### src/rtl/iomem_timer_pkg.sv
// Shared register map, CTRL bit positions and byte-strobe merge helper for the
// iomem timer peripheral.
package iomem_timer_pkg;

    localparam logic [7:0] REG_CTRL     = 8'h00;
    localparam logic [7:0] REG_PRESCALE = 8'h04;
    localparam logic [7:0] REG_COUNT    = 8'h08;
    localparam logic [7:0] REG_COMPARE  = 8'h0C;
    localparam logic [7:0] REG_STATUS   = 8'h10;

    localparam int CTRL_EN     = 0;
    localparam int CTRL_AUTO   = 1;
    localparam int CTRL_IRQ_EN = 2;
    localparam int CTRL_W      = 3;

    function automatic logic [31:0] apply_wstrb(input logic [31:0] old_val,
                                                input logic [31:0] new_val,
                                                input logic [3:0]  wstrb);
        logic [31:0] res;
        res = old_val;
        for (int b = 0; b < 4; b++) begin
            if (wstrb[b]) res[8*b +: 8] = new_val[8*b +: 8];
        end
        return res;
    endfunction

endpackage

### src/rtl/iomem_timer_prescaler.sv
// Prescaler: pcnt runs 0..prescale while enabled, tick on the terminal value.
// Disabling or an explicit clear restarts the period from zero.
module iomem_timer_prescaler
    import iomem_timer_pkg::*;
#(
    parameter int PRESCALE_W = 16
) (
    input  logic                  clk,
    input  logic                  reset,
    input  logic                  en,
    input  logic                  clear,
    input  logic [PRESCALE_W-1:0] prescale,
    output logic                  tick
);

    logic [PRESCALE_W-1:0] pcnt;

    // The tick is not masked by clear, so a CTRL/PRESCALE write can coincide with it.
    assign tick = en & (pcnt == prescale);

    always_ff @(posedge clk) begin
        if (reset) begin
            pcnt <= '0;
        end else if (clear || !en || tick) begin
            pcnt <= '0;
        end else begin
            pcnt <= pcnt + PRESCALE_W'(1);
        end
    end

endmodule

### src/rtl/iomem_timer.sv
// Timer peripheral on the iomem bus: 32-bit counter with prescaler, compare
// match, one-shot/auto-reload and a level interrupt.
module iomem_timer
    import iomem_timer_pkg::*;
#(
    parameter logic [31:0] BASE_ADDR  = 32'h0300_0000,
    parameter int          PRESCALE_W = 16
) (
    input  logic        clk,
    input  logic        reset,
    input  logic        iomem_valid,
    output logic        iomem_ready,
    input  logic [3:0]  iomem_wstrb,
    input  logic [31:0] iomem_addr,
    input  logic [31:0] iomem_wdata,
    output logic [31:0] iomem_rdata,
    output logic        irq
);

    logic [CTRL_W-1:0]     ctrl_q;
    logic [PRESCALE_W-1:0] prescale_q;
    logic [PRESCALE_W-1:0] prescale_nxt;
    logic [31:0]           count_q;
    logic [31:0]           compare_q;
    logic                  match_q;

    logic        sel;
    logic        acc;
    logic        wr_en;
    logic [5:0]  word;
    logic        wr_ctrl;
    logic        wr_prescale;
    logic        wr_count;
    logic        wr_compare;
    logic        wr_status;
    logic        status_clr;
    logic        tick;
    logic        match_set;
    logic [31:0] rd_mux;
    logic        unused_addr_bits;

    assign sel   = iomem_valid & (iomem_addr[31:8] == BASE_ADDR[31:8]);
    assign acc   = sel & ~iomem_ready;
    assign wr_en = acc & (|iomem_wstrb);
    assign word  = iomem_addr[7:2];
    assign unused_addr_bits = ^iomem_addr[1:0];

    assign wr_ctrl     = wr_en & (word == REG_CTRL[7:2]);
    assign wr_prescale = wr_en & (word == REG_PRESCALE[7:2]);
    assign wr_count    = wr_en & (word == REG_COUNT[7:2]);
    assign wr_compare  = wr_en & (word == REG_COMPARE[7:2]);
    assign wr_status   = wr_en & (word == REG_STATUS[7:2]);
    assign status_clr  = wr_status & iomem_wstrb[0] & iomem_wdata[0];

    assign match_set = tick & (count_q == compare_q);
    assign irq       = match_q & ctrl_q[CTRL_IRQ_EN];

    iomem_timer_prescaler #(
        .PRESCALE_W (PRESCALE_W)
    ) u_prescaler (
        .clk      (clk),
        .reset    (reset),
        .en       (ctrl_q[CTRL_EN]),
        .clear    (wr_ctrl | wr_prescale),
        .prescale (prescale_q),
        .tick     (tick)
    );

    always_comb begin
        prescale_nxt = prescale_q;
        for (int i = 0; i < PRESCALE_W; i++) begin
            if (iomem_wstrb[i/8]) prescale_nxt[i] = iomem_wdata[i];
        end
    end

    always_comb begin
        rd_mux = '0;
        case (word)
            REG_CTRL[7:2]:     rd_mux = 32'(ctrl_q);
            REG_PRESCALE[7:2]: rd_mux = 32'(prescale_q);
            REG_COUNT[7:2]:    rd_mux = count_q;
            REG_COMPARE[7:2]:  rd_mux = compare_q;
            REG_STATUS[7:2]:   rd_mux = {31'b0, match_q};
            default:           rd_mux = '0;
        endcase
    end

    always_ff @(posedge clk) begin
        if (reset) begin
            iomem_ready <= 1'b0;
            iomem_rdata <= '0;
            ctrl_q      <= '0;
            prescale_q  <= '0;
            count_q     <= '0;
            compare_q   <= '0;
            match_q     <= 1'b0;
        end else begin
            iomem_ready <= acc;
            iomem_rdata <= (acc && iomem_wstrb == 4'b0000) ? rd_mux : 32'h0;

            // A bus write to CTRL overrides the one-shot auto-disable.
            if (wr_ctrl && iomem_wstrb[0]) begin
                ctrl_q <= iomem_wdata[CTRL_W-1:0];
            end else if (match_set && !ctrl_q[CTRL_AUTO]) begin
                ctrl_q[CTRL_EN] <= 1'b0;
            end

            if (wr_prescale) prescale_q <= prescale_nxt;
            if (wr_compare)  compare_q  <= apply_wstrb(compare_q, iomem_wdata, iomem_wstrb);

            if (wr_count) begin
                count_q <= apply_wstrb(count_q, iomem_wdata, iomem_wstrb);
            end else if (tick) begin
                if (count_q == compare_q) begin
                    if (ctrl_q[CTRL_AUTO]) count_q <= '0;
                end else begin
                    count_q <= count_q + 32'd1;
                end
            end

            // A new match on the clearing edge keeps MATCH set.
            match_q <= match_set | (match_q & ~status_clr);
        end
    end

endmodule

### config.mk
export PLATFORM = sky130hd
export DESIGN_NAME = iomem_timer
export DESIGN_NICKNAME = d
export VERILOG_FILES = /design/src/rtl/iomem_timer_pkg.sv /design/src/rtl/iomem_timer_prescaler.sv /design/src/rtl/iomem_timer.sv
export SDC_FILE = /design/constraint.sdc
export NUM_CORES = 1
export LEC_CHECK = 0
export ABC_AREA = 1
export BUFFER_PORTS_ARGS = -buffer_cell sky130_fd_sc_hd__buf_2
export CAP_MARGIN = 20
export CORE_AREA = 4 4 84 165
export DETAILED_ROUTE_END_ITERATION = 12
export DIE_AREA = 0 0 88 169
export PLACE_DENSITY = 0.9
export SKIP_LAST_GASP = 1
export SYNTH_ARGS = -nofsm -noshare
export SYNTH_HDL_FRONTEND = slang
export SYNTH_SLANG_ARGS = --single-unit
### constraint.sdc
create_clock -name clk -period 2.55 [get_ports clk]
set_input_delay 0.255 -clock clk [delete_from_list [all_inputs] [get_ports clk]]
set_output_delay 0.255 -clock clk [all_outputs]
set_load 0.005 [all_outputs]
==> impl_metrics.tcl <==
set metrics [dict create \
    ys_top_cells_by_area "dfxtp_1 34%, nand2_1 15%, nor2_1 10%" \
    drive_gt1_frac 0.192 \
    coreArea_sq_um 12600 \
    worst_ep_required_time_ns 2.87 \
    rows 58 \
    start_kind "flip-flop" \
    fin_crit_sh 0.946 \
    path_class "reg2reg" \
    cts_buffers 17 \
    synth-edff-count 0 \
    r2r_setup_slack_ns 0.14 \
    netSwitchingPower_mw 1.14 \
    synth_fa_ha_area_frac 0.00321 \
    muxShareOfSynthArea 0 \
    dp.cells 1358 \
    layout_setup_ws_ns 0.139 \
    p_int_mw 3.49 \
    htreeDepth 4 \
    vias 8111 \
    syn-cell-area_sq_um 7800 \
    cts_hold_buffers 0 \
    hold_start "iomem_wdata[10]" \
    clkTransAtPathRegs_ns 0.06 \
    drc 0 \
    r2r_cells 12 \
    skew_ns 0.00999 \
    yosys.cell_types.count 48 \
    endpoint "count_q[15]" \
    hold_violations 0 \
    syn_nets 1207 \
    combinationalPowerShare 0.032 \
    yosys.area_share.simple 0.387 \
    fin_crit_ns 2.41 \
    synth_warnings 0 \
    timing.rr.end "count_q[15]" \
    cts_setup_buffers 0 \
    drv_slew 0 \
    clockBufferDepth 2 \
    ys_ff_latch 133 \
    finalSetupTns_ns 0 \
    final_area_sq_um 8920 \
    initial_core_util 0.622 \
    clkPwrFrac 0.519 \
    clk_latency_ns 0.42 \
    ys_seq_area_frac 0.341 \
    cts_tree "done" \
    cts_resized 0 \
    ys.flop_type "dfxtp_1" \
    dieArea_sq_um 14900 \
    grt_pass1_vias 8082 \
    overflow 0 \
    synth_compound_area_frac 0.125 \
    ir_worst_vdd_mv 0.527 \
    die_x_um 88 \
    wl_um 24000 \
    leakage_nw 3.90 \
    outcome "complete, no violations" \
    cp_max_fo 23 \
    power.share.switching 0.245 \
    place_ws_ns 0.359 \
    synth_top_family_by_area "simple AND/OR/NAND/NOR gates" \
    placed_area_sq_um 8360 \
    syn_avg_cell_area_sq_um 6.88 \
    worst_slew_pin_slew_ns 0.585 \
    drtIter0Drc 565 \
    crit_cells 12 \
    wl_per_cell_um 17.3 \
    gp_congestion 0.963 \
    area_delta_synth_final_pct 14.3 \
    crit_path_max_incr_delay_ns 0.39 \
    crit_path_frequent_cell "nand2_1" \
    crit_chain "inv_1 -> nand2_1 -> nand2_1 -> nand2_1 -> nor2_1 -> nand2_1 -> nor2_4 -> nand2_4 -> nand2_4 -> o21ai_1 -> nor2_1 -> nor2_1" \
    crit_path_end_kind "flip-flop" \
    crit_arrival_ns 2.73 \
    synth_top_cell_area_share 0.341 \
    hold_path_class "in2reg" \
    ant_nets 0 \
    worstReg2RegStart "count_q[5]" \
    maxCapViolations 0 \
    routed_via_density 5.84 \
    syn_inst 1134 \
    synth_top_area_cell "dfxtp_1" \
    rsz0062_at_grt "no" \
    antenna_found_initial 0 \
    grt_max_degree 40 \
    die_h_um 169 \
    cts.sinks 133 \
    slowest_stage "dfxtp_1" \
    crit_buf_inv 1 \
    io_pins 105 \
    diodes 0 \
    port_buffers 102 \
    p_per_area_nw_per_um2 519 \
    grt_pass1_wl_um 37700 \
    firstDrtPassIters 6 \
    startpoint "count_q[5]" \
    stdcell_count 1390 \
    synth_xor_area_frac 0.0572 \
    fin_nets 1300 \
    ctsRootBufferMaster "clkbuf_16" \
    relSlewSlack 0.609 \
    setup_viol 0 \
    track_usage 0.328 \
    crit_family "simple AND/OR/NAND/NOR gates" \
    seqPwrFrac 0.449 \
    max_freq_mhz 415 \
    synth-async-reset-ratio 0 \
    dp_hpwl_um 17100 \
]
final cells by class:
class / instances / area [sq um]
inverter: 120 / 453
timing repair buffer: 112 / 586
clock buffer: 17 / 425
sequential: 133 / 2660
clock inverter: 15 / 144
fill: 997 / 3630
multi-input combinational: 843 / 4470
tap: 150 / 188
cells in the mapped netlist (all sizes together) (3+ instances only):
cell type and count:
nand2 341, nor3b 7, nor3 34, nand4 16, buf 20, a21oi 7, or2 3, nor2 219
a22oi 19, dfxtp 133, inv 119, xor2 29, xnor2 22, clkbuf 18, a211oi 41, nand3b 8
nand3 37, a31oi 16, o21ai 31, nor4 6
placed cells by master, fill, tap and decap left out, types with 3 or more instances in the layout:
master | synthesis | routed
inv_1 | 111 | 111
nand2_4 | 12 | 12
nor4_1 | 5 | 5
xnor2_1 | 22 | 22
nand2_1 | 320 | 320
nor2_1 | 208 | 208
nand3_2 | 7 | 7
clkbuf_16 | 0 | 17
o21ai_0 | 10 | 10
nand3_1 | 29 | 29
nand4_1 | 16 | 16
a31oi_1 | 16 | 16
nor3_1 | 32 | 32
dfxtp_1 | 133 | 133
nor2_2 | 4 | 4
o21ai_1 | 21 | 21
xor2_1 | 29 | 29
clkinv_2 | 0 | 3
inv_6 | 0 | 5
nand2_2 | 8 | 8
buf_2 | 8 | 102
inv_2 | 7 | 7
a21oi_1 | 7 | 7
nor2_4 | 5 | 5
buf_4 | 2 | 10
a22oi_1 | 19 | 19
nor3b_1 | 7 | 7
a211oi_2 | 40 | 40
nand3b_1 | 7 | 7
worst min path at each step:
| stage | slack [ns] | end | cells after the start |
|---|---|---|---|
| floorplan | 0.40 | prescale_q[12] | 2 |
| global placement | 0.46 | ctrl_q[2] | 2 |
| detailed placement | 0.47 | ctrl_q[2] | 2 |
| CTS | 0.13 | prescale_q[10] | 3 |
| global route | 0.14 | prescale_q[13] | 3 |
| finish | 0.12 | prescale_q[10] | 3 |
state kept, by name, indices dropped and copies added (netlist names):
register          count
count_q              32
match_q               1
compare_q            32
prescale_q           16
iomem_rdata          32
iomem_ready           1
u_prescaler.pcnt     16
ctrl_q                3
layer usage:
metal  GRT usage  vias up  wire length [um]  share of wire
li1            -     3801                 -              -
met2       0.570      439             12300           0.51
met1       0.307     3681              7610           0.32
met3      0.0658      190              1700          0.071
met4       0.304        0              2380          0.099
met5           0        -                 0              0
power groups by stage:
stage               sequential [mW]  clock [mW]  combinational (mW)
finish                         2.08        2.40               0.148
global route                   2.08        2.49               0.158
CTS                            2.08        2.39               0.145
detailed placement             2.12           0               0.144
global placement               2.12           0               0.142
floorplan                      2.12           0              0.0479
worst reg2reg max path, stage by stage (launching register included):
cell and delay [ns]:
dfxtp_1 0.39, inv_1 0.21, nand2_1 0.09, nand2_1 0.06
nand2_1 0.05, nor2_1 0.35, nand2_1 0.21, nor2_4 0.22
nand2_4 0.13, nand2_4 0.28, o21ai_1 0.12, nor2_1 0.15
nor2_1 0.07
logic make-up after synthesis:
family / count (synthesis)
adders and majority gates: 2
AOI/OAI and AO/OA: 118
buffers and inverters: 158
DFF: 133
xor gates and xnor gates: 51
and+or+nand+nor: 672
per-stage QoR:
step	total power, mW	hold slack (ns)	util
6_report	4.63	0.124	0.711
5_1_grt	4.72	0.139	0.711
4_1_cts	4.61	0.125	0.711
3_5_place_dp	2.27	0.469	0.666
3_3_place_gp	2.27	0.457	0.666
2_1_floorplan	2.17	0.397	-
No activity file was read; power rests on OpenSTA's default activity.
